--- src/rtl/merge_stream_r.sv ---
// Two-list loader feeding a registered Batcher odd-even merge network with valid/ready output.
// Optional MERGE_IDX_EN: tags each key with its source position, making the merge stable and exposing idx.
module merge_stream_r #(
   parameter int WIDTH = 3,
   parameter int N     = 8
) (
   input  logic                     clk,
   input  logic                     rst,
   input  logic [N*WIDTH-1:0]       ina,
   input  logic [N*WIDTH-1:0]       inb,
   input  logic [1:0]               load,
   input  logic                     desc,
   output logic [1:0]               in_ready,
   output logic                     out_valid,
   input  logic                     out_ready,
`ifdef MERGE_IDX_EN
   output logic [2*N*$clog2(2*N)-1:0] idx,
`endif
   output logic [2*N*WIDTH-1:0]     c
);

   localparam int S  = $clog2(2*N);
   localparam int DW = 2*N*WIDTH;
`ifdef MERGE_IDX_EN
   localparam int IW = $clog2(2*N);
   localparam int TW = 2*N*IW;
`endif

   // Comparator role of element e in a layer with span k: 0 = pass, 1 = low end, 2 = high end.
   function automatic int role_of(input int e, input int k, input int n2);
      if (2*k == n2) return (e < k) ? 1 : 2;
      if (e < k || e >= n2 - k) return 0;
      return (((e - k) % (2*k)) < k) ? 1 : 2;
   endfunction

`ifdef MERGE_IDX_EN
   function automatic logic in_order(input logic [WIDTH-1:0] lk, input logic [WIDTH-1:0] hk,
                                     input logic [IW-1:0] lt, input logic [IW-1:0] ht,
                                     input logic d);
      if (lk == hk) return (lt <= ht);
      return d ? (lk > hk) : (lk < hk);
   endfunction
`else
   function automatic logic in_order(input logic [WIDTH-1:0] lk, input logic [WIDTH-1:0] hk,
                                     input logic d);
      return d ? (lk >= hk) : (lk <= hk);
   endfunction
`endif

   logic [N*WIDTH-1:0] a_reg, b_reg;
   logic               a_full_reg, b_full_reg;
   logic               en, launch;

   // Register level 0 holds the raw {B,A} job; levels 1..S each apply one comparator layer.
   logic [DW-1:0]      key_reg  [0:S];
   logic [DW-1:0]      key_next [1:S];
   logic [S:0]         vld_reg;
   logic               desc_reg [0:S-1];
`ifdef MERGE_IDX_EN
   logic [TW-1:0]      tag_reg  [0:S];
   logic [TW-1:0]      tag_next [1:S];
   logic [TW-1:0]      init_tag;
`endif

   assign in_ready  = ~{b_full_reg, a_full_reg};
   assign out_valid = vld_reg[S];
   assign c         = key_reg[S];
`ifdef MERGE_IDX_EN
   assign idx       = tag_reg[S];
`endif
   assign en        = !(out_valid && !out_ready);
   assign launch    = a_full_reg && b_full_reg && en;

   genvar gi, gj;

`ifdef MERGE_IDX_EN
   for (gi = 0; gi < 2*N; gi++) begin : g_init_tag
      assign init_tag[gi*IW +: IW] = IW'(gi);
   end
`endif

   for (gj = 1; gj <= S; gj++) begin : g_stage
      localparam int K = N >> (gj - 1);
      for (gi = 0; gi < 2*N; gi++) begin : g_node
         localparam int ROLE = role_of(gi, K, 2*N);
         if (ROLE == 0) begin : g_pass
            assign key_next[gj][gi*WIDTH +: WIDTH] = key_reg[gj-1][gi*WIDTH +: WIDTH];
`ifdef MERGE_IDX_EN
            assign tag_next[gj][gi*IW +: IW] = tag_reg[gj-1][gi*IW +: IW];
`endif
         end else begin : g_cmp
            localparam int LO = (ROLE == 2) ? gi - K : gi;
            localparam int HI = (ROLE == 1) ? gi + K : gi;
            logic [WIDTH-1:0] lk, hk;
            logic             keep;
            assign lk = key_reg[gj-1][LO*WIDTH +: WIDTH];
            assign hk = key_reg[gj-1][HI*WIDTH +: WIDTH];
`ifdef MERGE_IDX_EN
            logic [IW-1:0] lt, ht;
            assign lt   = tag_reg[gj-1][LO*IW +: IW];
            assign ht   = tag_reg[gj-1][HI*IW +: IW];
            assign keep = in_order(lk, hk, lt, ht, desc_reg[gj-1]);
            if (ROLE == 1) begin : g_lo_tag
               assign tag_next[gj][gi*IW +: IW] = keep ? lt : ht;
            end else begin : g_hi_tag
               assign tag_next[gj][gi*IW +: IW] = keep ? ht : lt;
            end
`else
            assign keep = in_order(lk, hk, desc_reg[gj-1]);
`endif
            if (ROLE == 1) begin : g_lo
               assign key_next[gj][gi*WIDTH +: WIDTH] = keep ? lk : hk;
            end else begin : g_hi
               assign key_next[gj][gi*WIDTH +: WIDTH] = keep ? hk : lk;
            end
         end
      end
   end

   always_ff @(posedge clk) begin
      if (!rst) begin
         a_reg      <= '0;
         b_reg      <= '0;
         a_full_reg <= 1'b0;
         b_full_reg <= 1'b0;
         vld_reg    <= '0;
         for (int s = 0; s <= S; s++) begin
            key_reg[s] <= '0;
`ifdef MERGE_IDX_EN
            tag_reg[s] <= '0;
`endif
         end
         for (int s = 0; s < S; s++) desc_reg[s] <= 1'b0;
      end else begin
         // Slots are full on their launch edge, so a refill can never race the clear.
         if (load[0] && !a_full_reg) begin
            a_reg      <= ina;
            a_full_reg <= 1'b1;
         end else if (launch) begin
            a_full_reg <= 1'b0;
         end
         if (load[1] && !b_full_reg) begin
            b_reg      <= inb;
            b_full_reg <= 1'b1;
         end else if (launch) begin
            b_full_reg <= 1'b0;
         end

         if (en) begin
            vld_reg[0] <= launch;
            if (launch) begin
               key_reg[0]  <= {b_reg, a_reg};
               desc_reg[0] <= desc;
`ifdef MERGE_IDX_EN
               tag_reg[0]  <= init_tag;
`endif
            end
            // Data only moves with a valid job so c keeps the last result when idle.
            for (int s = 1; s <= S; s++) begin
               vld_reg[s] <= vld_reg[s-1];
               if (vld_reg[s-1]) begin
                  key_reg[s] <= key_next[s];
`ifdef MERGE_IDX_EN
                  tag_reg[s] <= tag_next[s];
`endif
               end
            end
            for (int s = 1; s < S; s++) desc_reg[s] <= desc_reg[s-1];
         end
      end
   end

endmodule

--- config.mk ---
export PLATFORM = sky130hd
export DESIGN_NAME = merge_stream_r
export DESIGN_NICKNAME = d
export VERILOG_FILES = /design/src/rtl/merge_stream_r.sv
export SDC_FILE = /design/constraint.sdc
export NUM_CORES = 1
export LEC_CHECK = 0
export ABC_AREA = 1
export CORE_AREA = 2 2 134 189
export DETAILED_ROUTE_END_ITERATION = 8
export DIE_AREA = 0 0 136 191
export PLACE_DENSITY = 0.95
export REMOVE_ABC_BUFFERS = 1
export SYNTH_ARGS = -nofsm -noshare
export SYNTH_HDL_FRONTEND = slang
export SYNTH_SLANG_ARGS = --single-unit
--- constraint.sdc ---
create_clock -name clk -period 8.2 [get_ports clk]
set_input_delay 1.64 -clock clk [delete_from_list [all_inputs] [get_ports clk]]
set_output_delay 1.64 -clock clk [all_outputs]
set_load 0.02 [all_outputs]
==> out/summary.txt, run 1 <==
DIE AREA = 0.0260 mm2
Initial Util = 0.629
Max VDD drop = 0.162 mV
post-CTS setup buffer count = 0
FF+latch count, synth = 299
share of the yosys chip area belonging to registers = 0.548
P per Cell Area = 207 mW/mm2
I/O pin count = 105
RSZ-0062 raised after global routing = no
layout filler cell count = 1697
root buf cell = clkbuf_16
CTS Buf Count = 27
# rows = 68
drt pass-1 iters = 9
PortBufs = 104
# DRC = 1
status = complete, but fails checks
Syn Area/Cell = 8.54 um2
final wirelength = 30.0 mm
via count = 12.3k
max reg flops = 240
initial antenna violation count = 0
Cell Area, Synth = 0.0153 mm2
clk buf depth = 3
Post-Synth Simple-Gate Area = 0.276
fmax = 0.228 GHz
share of cells above drive strength 1 = 0.0325
R2R Setup Slk = 5.22 ns
DRT antenna net count = 0
placed cell count = 2174
CTS Sinks = 299
global-route wire length before repair = 50.9 mm
Hold Crit Class = register to register
R2R depth = 8
XOR/XNOR share of the synthesized area = 0
Synth Area in Compound Gates = 0.0273
Worst-Margin Slew = 1.13 ns
hold slack = 0.478 ns
maxcap violations = 0
Unique masters post-synth = 21
endpoint type of the worst setup path = register
skew final = 0.0127 ns
Synth Area in Adders = 0.0613
DP HPWL = 21.1 mm
capturing point of the worst reg2reg path = key_reg[1][30]
post-CTS sizing = 0
Lkg Pwr = 8.22 nW
Cell Count, Final, Fillers Out = 2224
Synth top area share = 0.472
Die X = 136 um
WP data required = 8.57 ns
fin crit share = 0.534
Cells after Synth = 1794
total gr overflow = 0
fin crit period = 4.38 ns
worst skew pair latency = 0.54 ns
Worst-path clk slew = 0.07 ns
total power = 3.62 mW
CP max FO = 105
Layout Area Growth over Synthesis = 14.0%
cts hold-fix bufs = 0
Slew headroom = 0.248
GRT Total Usage = 0.235
WS Path Type = input port to register
vias per inst = 5.51
Area contributors post-synth = edfxtp_1 (47%), nor2_1 (9.8%), nand3_1 (9.1%)
Iter 0 DRT Violations = 1060
RR Startpoint = vld_reg[4]
Setup Slack @ Placement = 3.38 ns
Crit. Startpoint = rst
YS warnings = 0
Arrival @ worst endpoint = 4.75 ns
main combinational cell family by area after synthesis = simple AND/OR/NAND/NOR gates
post-synthesis mux area share = 0
Layout Nets = 2017
Final Setup Violations = 0
Setup crit end = key_reg[1][30]
core area = 0.0243 mm2
largest net degree at the start of global routing = 106
Fin. Hold Viols = 0
dominant cell type by area after synthesis = edfxtp_1
CP startpoint kind = input port
per-cell routed wire length = 13.5 um
number of global-route vias before repair = 11.7k
final worst slack = 3.82 ns
fin. max-slew vios = 0
TritonCTS clock tree = yes
failing checks = DRC
Ant. Diodes = 0
Setup TNS = 0 ns
Die Height = 191 um
Placer Congestion = 0.908
H-tree depth = 1
worst max-delay path: stages:
cell and delay, ns:
clkdlybuf4s50_1 0.46, buf_4 0.20, inv_2 0.07, nor2_4 0.19
nand2_1 0.16, nand3_4 0.80, buf_4 0.84, nand2_1 0.16
nor2_1 0.17
synthesized netlist by cell type:
library cell and instances:
nor2_1 399, nand2_1 303, nand3_1 279, inv_1 277, edfxtp_1 241, ha_1 75, dfxtp_1 58, o21ai_0 52
a21oi_1 27, nand4_1 25, buf_2 20, clkbuf_1 14, buf_6 10, buf_4 3, clkinv_1 2, nor2_4 2
o21ai_1 2, o22ai_1 2, buf_1 1, inv_2 1, nand3_2 1
cell families (layout without fill, tap and decap cells):
family                   after synthesis  after routing
AND/OR/NAND/NOR                     1009           1009
buffers and inverters                328            443
AO/OA/AOI/OAI                         83             83
flip-flops                           299            299
adder cells (fa/ha/maj)               75             75
layout by cell type (no fill, tap or decap), drive strengths merged, types with 8 or more instances in the layout:
cell           instances
a21oi                 27
nor2                 401
clkinv                 8
o21ai                 54
clkdlybuf4s50        104
buf                    9
edfxtp               241
ha                    75
clkbuf                35
inv                  283
dfxtp                 58
nand2                303
nand3                280
nand4                 25
layout make-up:
class / count / area [um2] / share of cell area
inverter: 280 / 1050 / 0.0602
clock buffer: 35 / 768 / 0.0440
timing repair buffer: 113 / 1110 / 0.0635
tap: 315 / 394 / 0.0226
sequential: 299 / 8400 / 0.481
multi-input combinational: 1167 / 5610 / 0.321
clock inverter: 15 / 140 / 0.00802
how the worst min path moves through the flow:
stage | start | endpoint | slack [ns] | cells past startpoint
after detailed placement | vld_reg[1] | vld_reg[1] | 0.47 | 2
after global placement | vld_reg[1] | vld_reg[1] | 0.46 | 2
after global routing | vld_reg[1] | vld_reg[1] | 0.51 | 2
final | vld_reg[1] | vld_reg[1] | 0.48 | 2
after CTS | vld_reg[1] | vld_reg[1] | 0.49 | 2
after floorplan | vld_reg[1] | vld_reg[1] | 0.45 | 2
through the flow:
step	instance area, um2	utilization
after floorplan	15000	-
after global placement	16600	0.680
after detailed placement	16600	0.680
after CTS	17500	0.718
after global routing	17500	0.718
final	17500	0.718
layer usage:
metal  wire, um  vias up  global-route usage
met3       1690      122              0.0255
met2      16200      545               0.451
met1      10900     5570               0.254
li1           -     6026                   -
met4       1200        0               0.107
met5          0        -                   0
where the power goes:
group	switching [mW]	leakage (nW)	total (mW)	internal, mW
Clock	0.537	0.446	1.27	0.729
Combinational	0.364	4.80	0.563	0.198
Sequential	0.0530	2.97	1.80	1.74
No activity file was read; power rests on OpenSTA's default activity.
==> run 2, diff against run 1 <==
--- a/config.mk
+++ b/config.mk
@@ -6,10 +6,10 @@
 export NUM_CORES = 1
 export LEC_CHECK = 0
 export ABC_AREA = 1
-export CORE_AREA = 2 2 134 189
+export CORE_AREA = 2 2 146 205
 export DETAILED_ROUTE_END_ITERATION = 8
-export DIE_AREA = 0 0 136 191
-export PLACE_DENSITY = 0.95
+export DIE_AREA = 0 0 148 207
+export PLACE_DENSITY = 0.87
 export REMOVE_ABC_BUFFERS = 1
 export SYNTH_ARGS = -nofsm -noshare
 export SYNTH_HDL_FRONTEND = slang
==> constraint.sdc (replaced) <==
create_clock -name clk -period 3.91 [get_ports clk]
set_input_delay 0.782 -clock clk [delete_from_list [all_inputs] [get_ports clk]]
set_output_delay 0.782 -clock clk [all_outputs]
set_load 0.02 [all_outputs]
==> run 2 against run 1 <==
Net effect: the flow now finishes without violations; register-to-register slack got worse by 3.5 ns; combinational power is 110% higher; clock power rose by 120%; utilization fell by 11 points; worst setup slack lost 2.5 ns; count of clock-buffer cells in the layout is 3 lower; critical path depth is the same; hold slack lost 0.0042 ns; sequential cell count unchanged; largest cell class unchanged.
==> out/summary.txt, run 2 (same netlist as run 1, synthesis figures left out) <==
Worst-Margin Slew = 1.02 ns (-0.106 ns)
max reg flops = 240 (unchanged)
Layout Area Growth over Synthesis = 15.4%
DRT antenna net count = 0 (unchanged)
# rows = 74 (+8.8%)
WP data required = 4.22 ns (-4.35 ns)
Die X = 148 um (+8.8%)
CP startpoint kind = input port
number of global-route vias before repair = 11.8k (+0.57%)
CTS Buf Count = 28 (+3.7%)
post-CTS sizing = 0 (unchanged)
PortBufs = 104 (unchanged)
endpoint type of the worst setup path = register
Arrival @ worst endpoint = 2.88 ns (-1.87 ns)
drt pass-1 iters = 7 (-2)
final wirelength = 28.7 mm (-4.3%)
TritonCTS clock tree = yes
Worst-path clk slew = 0.06 ns (about the same)
clk buf depth = 3 (unchanged)
Max VDD drop = 0.366 mV (+130%)
per-cell routed wire length = 12.5 um (-7.2%)
fmax = 0.389 GHz
maxcap violations = 0 (unchanged)
CTS Sinks = 299 (unchanged)
cts hold-fix bufs = 0 (unchanged)
commonest non-fill, non-tap cell in the layout = nor2_1
layout filler cell count = 2319 (+37%)
placed cell count = 2243 (+3.2%)
Fin. Hold Viols = 0 (unchanged)
fin. max-slew vios = 0 (unchanged)
Layout Nets = 2022 (+0.25%)
status = finished clean
Initial Util = 0.530 (-0.0992)
CP max FO = 58 (-45%)
share of cells above drive strength 1 = 0.0366 (+0.00408)
Post-DP Area = 0.0167 mm2 (+0.87%)
Hold Crit Class = register to register
worst skew pair latency = 0.54 ns (about the same)
Final Setup Violations = 0 (unchanged)
largest net degree at the start of global routing = 61 (-42%)
via count = 11.9k (-2.7%)
P per Cell Area = 438 mW/mm2 (+110%)
Cell Count, Final, Fillers Out = 2295 (+3.2%)
fin crit share = 0.657
core area = 0.0289 mm2 (+19%)
RSZ-0062 raised after global routing = no
GRT Total Usage = 0.187 (-0.0471)
R2R Setup Slk = 1.69 ns (-3.53 ns)
H-tree depth = 1 (unchanged)
WS Path Type = input port to register
# DRC = 0 (-1)
Iter 0 DRT Violations = 888 (-16%)
root buf cell = clkbuf_16
Lkg Pwr = 8.25 nW (+0.44%)
capturing point of the worst reg2reg path = key_reg[0][40]
initial antenna violation count = 0 (unchanged)
R2R depth = 9 (+1)
most frequent cells in the layout = nor2_1 (399), nand2_1 (299), nand3_1 (279)
RR Startpoint = vld_reg[4]
post-CTS setup buffer count = 0 (unchanged)
total power = 7.73 mW (+110%)
Placer Congestion = 0.891 (-1.9%)
I/O pin count = 105 (unchanged)
Setup crit end = key_reg[0][40]
global-route wire length before repair = 50.0 mm (-1.8%)
DIE AREA = 0.0306 mm2 (+18%)
Crit. Startpoint = out_ready
hold slack = 0.474 ns (-0.00416 ns)
Non-Filler Cell Area, Final = 0.0177 mm2 (+1.2%)
Ant. Diodes = 0 (unchanged)
total gr overflow = 0 (unchanged)
DP HPWL = 21.4 mm (+1.2%)
skew final = 0.0189 ns (+0.00626 ns)
Slew headroom = 0.316 (+0.0681)
final core occ = 0.612 (-0.106)
vias per inst = 5.20 (-5.7%)
Die Height = 207 um (+8.4%)
fin crit period = 2.57 ns
[run 2: cell count changes in the layout (fill, tap and decap cells not counted), sizes merged]
| cell | previous run | this run |
|---|---|---|
| clkinvlp | 2 | 7 |
| clkdlybuf4s50 | 104 | 103 |
| clkbuf | 35 | 32 |
| bufinv | 2 | 4 |
| inv | 283 | 281 |
| buf | 9 | 14 |
[run 2: metal layers]
metal  up-vias  GRT usage  wire, um  part of all wire
li1       6046          -         -                 -
met4         0     0.0841      1040             0.036
met3       105     0.0227      1310             0.046
met1      5393      0.200     10800              0.38
met5         -          0         0                 0
met2       387      0.362     15500              0.54
[run 2: report_power, final]
| part | total [mW] | internal, mW | switching [mW] |
|---|---|---|---|
| sequential | 3.76 | 3.65 | 0.109 |
| combinational | 1.17 | 0.420 | 0.751 |
| clock | 2.80 | 1.64 | 1.16 |
[run 2: how the worst min path moves through the flow]
| stage | depth (start not counted) | end | from |
|---|---|---|---|
| finish | 2 | vld_reg[1] | vld_reg[1] |
| detailed placement | 2 | vld_reg[1] | vld_reg[1] |
| global route | 2 | a_full_reg | a_full_reg |
| global placement | 2 | vld_reg[1] | vld_reg[1] |
| floorplan | 2 | vld_reg[1] | vld_reg[1] |
| CTS | 2 | vld_reg[1] | vld_reg[1] |
[run 2: area by class of cell]
class	instances	area, um2	share of cell area
inverters	280	1050	0.0595
multi-input cells	1167	5610	0.317
repair buffers	117	1170	0.0663
well taps	380	475	0.0269
flip-flops and latches	299	8400	0.475
clock inverters	20	238	0.0134
clock buffers	32	737	0.0417
[run 2: worst max-delay path, stage by stage]
cell and delay, ns:
clkdlybuf4s50_1 0.44, nor2_4 0.23, nor2_4 0.09, o21ai_1 0.17
nand3_4 0.43, buf_12 0.36, buf_12 0.20, nand2_1 0.09
inv_1 0.04
[run 2: through the flow]
step,TNS (ns),setup slack (ns)
2_1_floorplan,-103.33,-0.836
3_3_place_gp,0,0.929
3_5_place_dp,0,0.784
4_1_cts,0,1.36
5_1_grt,0,1.21
6_report,0,1.34
==> run 3, diff against run 2 <==
--- a/config.mk
+++ b/config.mk
@@ -6,10 +6,10 @@
 export NUM_CORES = 1
 export LEC_CHECK = 0
 export ABC_AREA = 1
-export CORE_AREA = 2 2 146 205
+export CORE_AREA = 2 2 139 195
 export DETAILED_ROUTE_END_ITERATION = 8
-export DIE_AREA = 0 0 148 207
-export PLACE_DENSITY = 0.87
+export DIE_AREA = 0 0 141 197
+export PLACE_DENSITY = 0.91
 export REMOVE_ABC_BUFFERS = 1
 export SYNTH_ARGS = -nofsm -noshare
 export SYNTH_HDL_FRONTEND = slang
==> constraint.sdc (replaced) <==
create_clock -name clk -period 2.6 [get_ports clk]
set_input_delay 0.52 -clock clk [delete_from_list [all_inputs] [get_ports clk]]
set_output_delay 0.52 -clock clk [all_outputs]
set_load 0.02 [all_outputs]
==> run 3 against run 2 <==
Net effect: global-route usage increased by 2.9 points; sequential power up 51%; critical path depth fell by 7; combinational power is 53% higher; sequential share of layout area down 0.064 points; non-clock buffer count grew 5; highest routed layer unchanged; largest cell class unchanged; routed wire length rose by 2.5%; first-iteration DRC count is 3.3% higher; register-to-register slack lost 1.0 ns; sequential cell count did not move; count of clock-buffer cells in the layout is 10 higher.
==> out/summary.txt, run 3 (same netlist as run 1, synthesis figures left out) <==
Post-DP Area = 0.0167 mm2 (+0.29%)
skew final = 0.00894 ns (-0.0100 ns)
commonest non-fill, non-tap cell in the layout = nor2_1
core area = 0.0260 mm2 (-10%)
CP max stage delay = 0.60 ns (+0.16 ns)
largest delay contributor family on the critical path = buffers and inverters
Worst-Margin Slew = 0.828 ns (-0.195 ns)
endpoint type of the worst setup path = output pin
layout filler cell count = 1933 (-17%)
RSZ-0062 raised after global routing = no
initial antenna violation count = 0 (unchanged)
via count = 12.0k (+0.42%)
maxcap violations = 0 (unchanged)
WP data required = 2.08 ns (-2.14 ns)
Initial Util = 0.589 (+0.0586)
R2R depth = 7 (-2)
GRT Total Usage = 0.216 (+0.0286)
H-tree depth = 1 (unchanged)
Final Setup Violations = 0 (unchanged)
total power = 11.5 mW (+49%)
Die Height = 197 um (-4.8%)
largest net degree at the start of global routing = 73 (+20%)
fmax = 0.487 GHz
Hold Crit Class = register to register
status = finished clean
fin crit period = 2.05 ns
Ant. Diodes = 0 (unchanged)
clk buf depth = 3 (unchanged)
fin crit share = 0.790
final wirelength = 29.4 mm (+2.5%)
DP HPWL = 21.2 mm (-0.97%)
share of cells above drive strength 1 = 0.0385 (+0.00199)
drt pass-1 iters = 7 (unchanged)
CP Buf/Inv Count = 2 (-2)
CP startpoint kind = register
post-CTS setup buffer count = 0 (unchanged)
Non-Filler Cell Area, Final = 0.0177 mm2 (+0.13%)
Layout Nets = 2027 (+0.25%)
Layout Area Growth over Synthesis = 15.6%
Die X = 141 um (-4.7%)
post-CTS sizing = 0 (unchanged)
Max VDD drop = 0.506 mV (+38%)
root buf cell = clkbuf_16
placed cell count = 2192 (-2.3%)
Cell Count, Final, Fillers Out = 2244 (-2.2%)
# rows = 70 (-5.4%)
Lkg Pwr = 8.32 nW (+0.82%)
WP depth = 2 (-7)
Arrival @ worst endpoint = 1.53 ns (-1.35 ns)
worst skew pair latency = 0.54 ns (about the same)
hold path depth = 2 (unchanged)
final worst slack = 0.547 ns (-0.793 ns)
Fin. Hold Viols = 0 (unchanged)
vias per inst = 5.34 (+2.7%)
DRT antenna net count = 0 (unchanged)
per-cell routed wire length = 13.1 um (+4.8%)
cts hold-fix bufs = 0 (unchanged)
Iter 0 DRT Violations = 917 (+3.3%)
worst path cell trace = inv_1, clkdlybuf4s50_1
CTS Buf Count = 28 (unchanged)
max reg flops = 240 (unchanged)
Slowest-stage cell, CP = clkdlybuf4s50_1
Slew headroom = 0.448 (+0.132)
I/O pin count = 105 (unchanged)
most frequent cells in the layout = nor2_1 (399), nand2_1 (299), nand3_1 (279)
TritonCTS clock tree = yes
CTS Sinks = 299 (unchanged)
WS Path Type = register to output pin
Placer Congestion = 0.906 (+1.7%)
PortBufs = 104 (unchanged)
global-route wire length before repair = 50.7 mm (+1.5%)
CP max FO = 3 (-95%)
Worst-path clk slew = 0.06 ns (about the same)
P per Cell Area = 651 mW/mm2 (+49%)
# DRC = 0 (unchanged)
fin. max-slew vios = 0 (unchanged)
Setup Slack @ Placement = 0.115 ns (-0.669 ns)
number of global-route vias before repair = 11.7k (-0.61%)
total gr overflow = 0 (unchanged)
DIE AREA = 0.0278 mm2 (-9.3%)
[run 3: cell count changes in the layout (fill, tap and decap cells not counted), moves of 2 or more]
cell and change:
clkbuf_1 +2, buf_12 +6, clkinv_2 +4, clkinv_4 -3
clkbuf_8 +7, clkinvlp_4 -4, clkinv_1 -2, bufinv_16 -3
[run 3: worst paths after layout]
check | start | to | slack (ns)
max reg2reg | key_reg[3][5] | key_reg[4][6] | 0.64
min | vld_reg[1] | vld_reg[1] | 0.49
min reg2reg | vld_reg[1] | vld_reg[1] | 0.49
max | b_full_reg | in_ready[1] | 0.55
[run 3: final cells by class]
cell class	instances	area [um2]	area share
multi-input combinational	1167	5610	0.317
inverter	280	1050	0.0594
tap	324	405	0.0229
timing repair buffer	122	1290	0.0728
clock inverter	10	85.1	0.00481
sequential	299	8400	0.474
clock buffer	42	866	0.0489
[run 3: report_power, final]
group          internal [mW]  leakage (nW)  switching [mW]
clock                   2.40         0.469            1.66
sequential              5.49          2.97           0.165
combinational          0.652          4.88            1.14
total                   8.55          8.32            2.97
[run 3: worst register-to-register path, cell delays in order (launching register included)]
cell and delay (ns):
edfxtp_1 0.46, ha_1 0.37, a21oi_1 0.29, nand2_1 0.13
nand2_1 0.08, nand3_1 0.17, nor2_1 0.16, nor2_1 0.07
[run 3: metal layers]
layer / up-vias / GRT usage / share of wire
li1: 6051 / - / -
met1: 5404 / 0.237 / 0.38
met2: 420 / 0.408 / 0.53
met3: 106 / 0.0255 / 0.046
met4: 0 / 0.110 / 0.043
met5: - / 0 / 0
[run 3: through the flow]
stage	hold WS (ns)	setup TNS, ns	utilization
detailed placement	0.473	0	0.644
global placement	0.461	0	0.644
floorplan	0.447	-405.16	-
CTS	0.483	0	0.680
global route	0.511	0	0.680
finish	0.491	0	0.680
